<file path="src/rtl/adder32_rr_sched.sv">
// adder32_rr_sched: round-robin sharing of one registered adder among
// NREQ requesters, with tag tracking, response routing and overflow flag.
module adder32_rr_sched #(
  parameter int NREQ    = 4,
  parameter int W       = 32,
  parameter int ADD_LAT = 1
) (
  input  logic              clk,
  input  logic              rst,
  input  logic              enable,
  input  logic [NREQ-1:0]   req_valid,
  output logic [NREQ-1:0]   req_ready,
  input  logic [NREQ*W-1:0] req_a,
  input  logic [NREQ*W-1:0] req_b,
  output logic [W-1:0]      add_in1,
  output logic [W-1:0]      add_in2,
  input  logic [W-1:0]      add_out,
  output logic [NREQ-1:0]   rsp_valid,
  output logic [W-1:0]      rsp_data,
  output logic              rsp_ovf,
  output logic              busy
);

  localparam int IW    = (NREQ > 1) ? $clog2(NREQ) : 1;
  localparam int IW1   = IW + 1;
  localparam int DEPTH = 1 + ADD_LAT;

  typedef logic [IW-1:0] idx_t;

  typedef struct packed {
    logic v;
    idx_t idx;
    logic sa;
    logic sb;
  } tag_t;

  idx_t            ptr_q, ptr_d;
  logic [W-1:0]    in1_q, in1_d;
  logic [W-1:0]    in2_q, in2_d;
  tag_t            tag_q [DEPTH];
  tag_t            tag_d;
  tag_t            tail;
  logic [NREQ-1:0] grant;
  idx_t            gidx;
  logic            found;
  logic [IW1-1:0]  pos;
  logic [W-1:0]    a_sel, b_sel;
  logic            any_v;

  // Search from the pointer, wrapping modulo NREQ
  always_comb begin
    found = 1'b0;
    gidx  = '0;
    pos   = '0;
    for (int k = 0; k < NREQ; k++) begin
      pos = {1'b0, ptr_q} + IW1'(k);
      if (pos >= IW1'(NREQ)) begin
        pos = pos - IW1'(NREQ);
      end
      if (!found && !rst && enable && req_valid[pos[IW-1:0]]) begin
        found = 1'b1;
        gidx  = pos[IW-1:0];
      end
    end
    grant = '0;
    for (int i = 0; i < NREQ; i++) begin
      grant[i] = found && (gidx == idx_t'(i));
    end
  end

  always_comb begin
    a_sel = '0;
    b_sel = '0;
    for (int i = 0; i < NREQ; i++) begin
      if (grant[i]) begin
        a_sel = a_sel | req_a[i*W +: W];
        b_sel = b_sel | req_b[i*W +: W];
      end
    end
  end

  always_comb begin
    ptr_d     = ptr_q;
    in1_d     = '0;
    in2_d     = '0;
    tag_d     = '0;
    if (found) begin
      ptr_d     = (gidx == idx_t'(NREQ - 1)) ? '0 : gidx + idx_t'(1);
      in1_d     = a_sel;
      in2_d     = b_sel;
      tag_d.v   = 1'b1;
      tag_d.idx = gidx;
      tag_d.sa  = a_sel[W-1];
      tag_d.sb  = b_sel[W-1];
    end
  end

  always_ff @(posedge clk) begin
    if (rst) begin
      ptr_q <= '0;
      in1_q <= '0;
      in2_q <= '0;
      for (int i = 0; i < DEPTH; i++) begin
        tag_q[i] <= '0;
      end
    end else begin
      ptr_q    <= ptr_d;
      in1_q    <= in1_d;
      in2_q    <= in2_d;
      tag_q[0] <= tag_d;
      for (int i = 1; i < DEPTH; i++) begin
        tag_q[i] <= tag_q[i-1];
      end
    end
  end

  assign tail      = tag_q[DEPTH-1];
  assign req_ready = grant;
  assign add_in1   = in1_q;
  assign add_in2   = in2_q;

  // Overflow: like-signed operands whose truncated sum flips sign
  always_comb begin
    rsp_valid = '0;
    for (int i = 0; i < NREQ; i++) begin
      rsp_valid[i] = tail.v && !rst && (tail.idx == idx_t'(i));
    end
    rsp_data = (tail.v && !rst) ? add_out : '0;
    rsp_ovf  = tail.v && !rst && (tail.sa == tail.sb) &&
               (add_out[W-1] != tail.sa);
    any_v    = 1'b0;
    for (int i = 0; i < DEPTH; i++) begin
      any_v = any_v | tag_q[i].v;
    end
    busy = any_v && !rst;
  end

endmodule
</file>
<file path="config.mk">
export PLATFORM = sky130hd
export DESIGN_NAME = adder32_rr_sched
export DESIGN_NICKNAME = d
export VERILOG_FILES = /design/src/rtl/adder32_rr_sched.sv
export SDC_FILE = /design/constraint.sdc
export NUM_CORES = 1
export LEC_CHECK = 0
export ABC_AREA = 1
export CAP_MARGIN = 20
export CORE_AREA = 2 2 154 156
export CTS_BUF_LIST = sky130_fd_sc_hd__clkbuf_16
export DETAILED_ROUTE_END_ITERATION = 10
export DIE_AREA = 0 0 156 158
export DONT_BUFFER_PORTS = 1
export GPL_TIMING_DRIVEN = 0
export PLACE_DENSITY_LB_ADDON = 0.05
export SETUP_SLACK_MARGIN = 0.3
export SLEW_MARGIN = 20
export SYNTH_ARGS = -nofsm -noshare
export SYNTH_HDL_FRONTEND = slang
export SYNTH_SLANG_ARGS = --single-unit
</file>
<file path="constraint.sdc">
create_clock -name clk -period 2.5 [get_ports clk]
set_input_delay 0.5 -clock clk [delete_from_list [all_inputs] [get_ports clk]]
set_output_delay 0.5 -clock clk [all_outputs]
set_load 0.05 [all_outputs]
</file>
==> qor.csv <==
metric;value;unit
status;finished, violations left;
violations;setup timing;
synth_seq_cells;74;
synth_nets;1175;
worstHoldStart;rst;
clkLatencyLatePin;0.34;ns
dpl_worst_slack;-0.5312;ns
final_cell_mix;nand2_1 (201), nand3_1 (199), inv_1 (171);
period_minus_slack;3.036;ns
period_share;121.4;%
portBuffers;0;
drc;0;
layout_setup_ws;-0.5362;ns
io_pins;401;
drive_above_1_share;27.67;%
avgViaCountPerCell;4.482;
cts-root-buf;clkbuf_16;
start_util;23.52;%
critPathTopFamily;simple AND/OR/NAND/NOR gates;
dp_cells;1166;
cpPeakStageDelay;0.36;ns
grt_use_met1;21.08;%
grt_pass1_wl;32.79;mm
ys_types;22;
cts_tree;built;
dr.pass1.iters;4;
die_area;0.02465;mm²
vias;5414;
htreeDepth;3;
r2r-start;ptr_q[0];
path_clk_slew;0.06;ns
met2_usage;31.52;%
synth_warnings;0;
syn_area;0.005423;mm²
grt_start_max_net_pins;13;
cp.arrival;2.54;ns
met3_usage;6.159;%
cp_max_fo;7;
ir_drop;0.0006184;V
maxSlewViolCount;0;
numCtsBuffers;9;
final_core_util;30.95;%
die_h;158;µm
holdCritPathClass;primary input to flop;
holdBufCountCts;0;
antenna_found_initial;0;
place_congestion;0.7414;
worst_pin_slew;0.9521;ns
worstSetupEndpointType;output port;
final_common_cell;nand2_1;
grt-ovfl-total;0;
worstPathBufferInverterCount;5;
core;0.02305;mm²
dp_hpwl;17.64;mm
area_delta_synth_final;31.56;%
worstSetupStartpoint;ptr_q[0];
routed_wl;23.08;mm
clock.fmax;0.3294;GHz
grt_usage;17.82;%
cp-start-kind;flop;
slowest_stage;dfxtp_4;
num-nets-final;1212;
top_usage_layer;met2;
max_cap_viol_count;0;
ant_nets;0;
die_x;156;µm
ys_seq_area_share;27.32;%
rrSetupSlack;-0.05;ns
diodes;0;
fin_skew;0.005752;ns
clock_path_buffers;2;
synthCells;876;
avgSynthCellArea;6.190;µm²
wire_per_inst;19.11;µm
total_power;10530;µW
p_leak;0.003536;µW
rsz0062_at_grt;true;
critPathKind;flop to output port;
drt_iter0_markers;273;
setup-violations-final;47;
num_rows;56;
crit_chain;buf_8, inv_8, nand2_2, nand2_2, nor2_1, nor2_1, o21ai_2, nand3b_1, nor2_2, nor2_4, buf_4, ha_4, buf_6, nand2_4, clkinvlp_4;
finalHoldViolations;0;
powerDensity;1476;mW/mm²
cts.sinks;74;
worstPathRequired;2.00;ns
grt_pass1_vias;5379;
fin_cells;1208;
relSlewSlack;36.10;%
[flip-flops by register name, summed over array words and instances (netlist names)]
| signal | flops |
|---|---|
| tag_q | 10 |
| add_in1 | 31 |
| add_in2 | 31 |
| ptr_q | 2 |
[power breakdown]
part | internal, µW | total (µW) | switching [µW]
Sequential | 1560 | 2690 | 1130
Combinational | 2560 | 6410 | 3850
Clock | 865 | 1420 | 559
[cell usage after synthesis, drive strengths merged]
cell type | count | area share, %
buf | 53 | 8.4
clkbuf | 11 | 0.76
o21ai | 6 | 0.62
ha | 4 | 0.92
nand2 | 225 | 16
dfxtp | 74 | 27
nand3b | 2 | 0.28
a21oi | 4 | 0.37
nor3 | 4 | 0.37
nor2 | 46 | 3.3
nand3 | 262 | 29
a211oi | 1 | 0.14
inv | 184 | 13
[kinds of logic (layout without fill, tap and decap cells)]
family / after synthesis / count (layout) / share of synthesized area (%)
buffers and inverters: 248 / 290 / 21.92
adders and majority gates: 4 / 4 / 0.9230
AOI/OAI and AO/OA: 11 / 11 / 1.131
and+or+nand+nor: 539 / 539 / 48.71
DFF: 74 / 74 / 27.32
[layout make-up]
| cell class | count | area [µm²] |
|---|---|---|
| Tap cell | 290 | 362.8 |
| Clock inverter | 7 | 85.08 |
| Clock buffer | 9 | 225.2 |
| Buffer | 64 | 762.0 |
| Timing Repair Buffer | 26 | 301.5 |
| Sequential cell | 74 | 1486 |
| Multi-Input combinational cell | 554 | 3183 |
| Fill cell | 2590 | 15920 |
| Inverter | 184 | 728.2 |
[per-layer routing]
metal	vias to the layer above	part of all wire (%)
met4	0	0.78
met5	-	0
li1	2754	-
met3	10	8.7
met2	222	50
met1	2428	40
[timing repair]
action,4_1_cts,5_1_grt
gates resized for setup,87,71
setup endpoints to repair,93,108
pin swaps,24,4
cloned,4,0
setup buffers,22,0
[final timing paths]
check	end	cells past startpoint
max reg2reg	add_in1[18]	20
max	req_ready[1]	15
min reg2reg	tag_q[0][8]	2
min	tag_q[0][6]	1
[through the flow]
| step | hold WS (ns) | area (µm²) | TNS (ns) |
|---|---|---|---|
| 3_5_place_dp | 0.3973 | 5971 | -26.55 |
| 2_1_floorplan | 0.3883 | 5608 | -0.1139 |
| 4_1_cts | 0.2027 | 6902 | -4.185 |
| 6_report | 0.2227 | 7134 | -2.921 |
| 5_1_grt | 0.2091 | 7134 | -12.85 |
| 3_3_place_gp | 0.3983 | 5971 | -26.06 |
(Power assumes the default switching activity.)
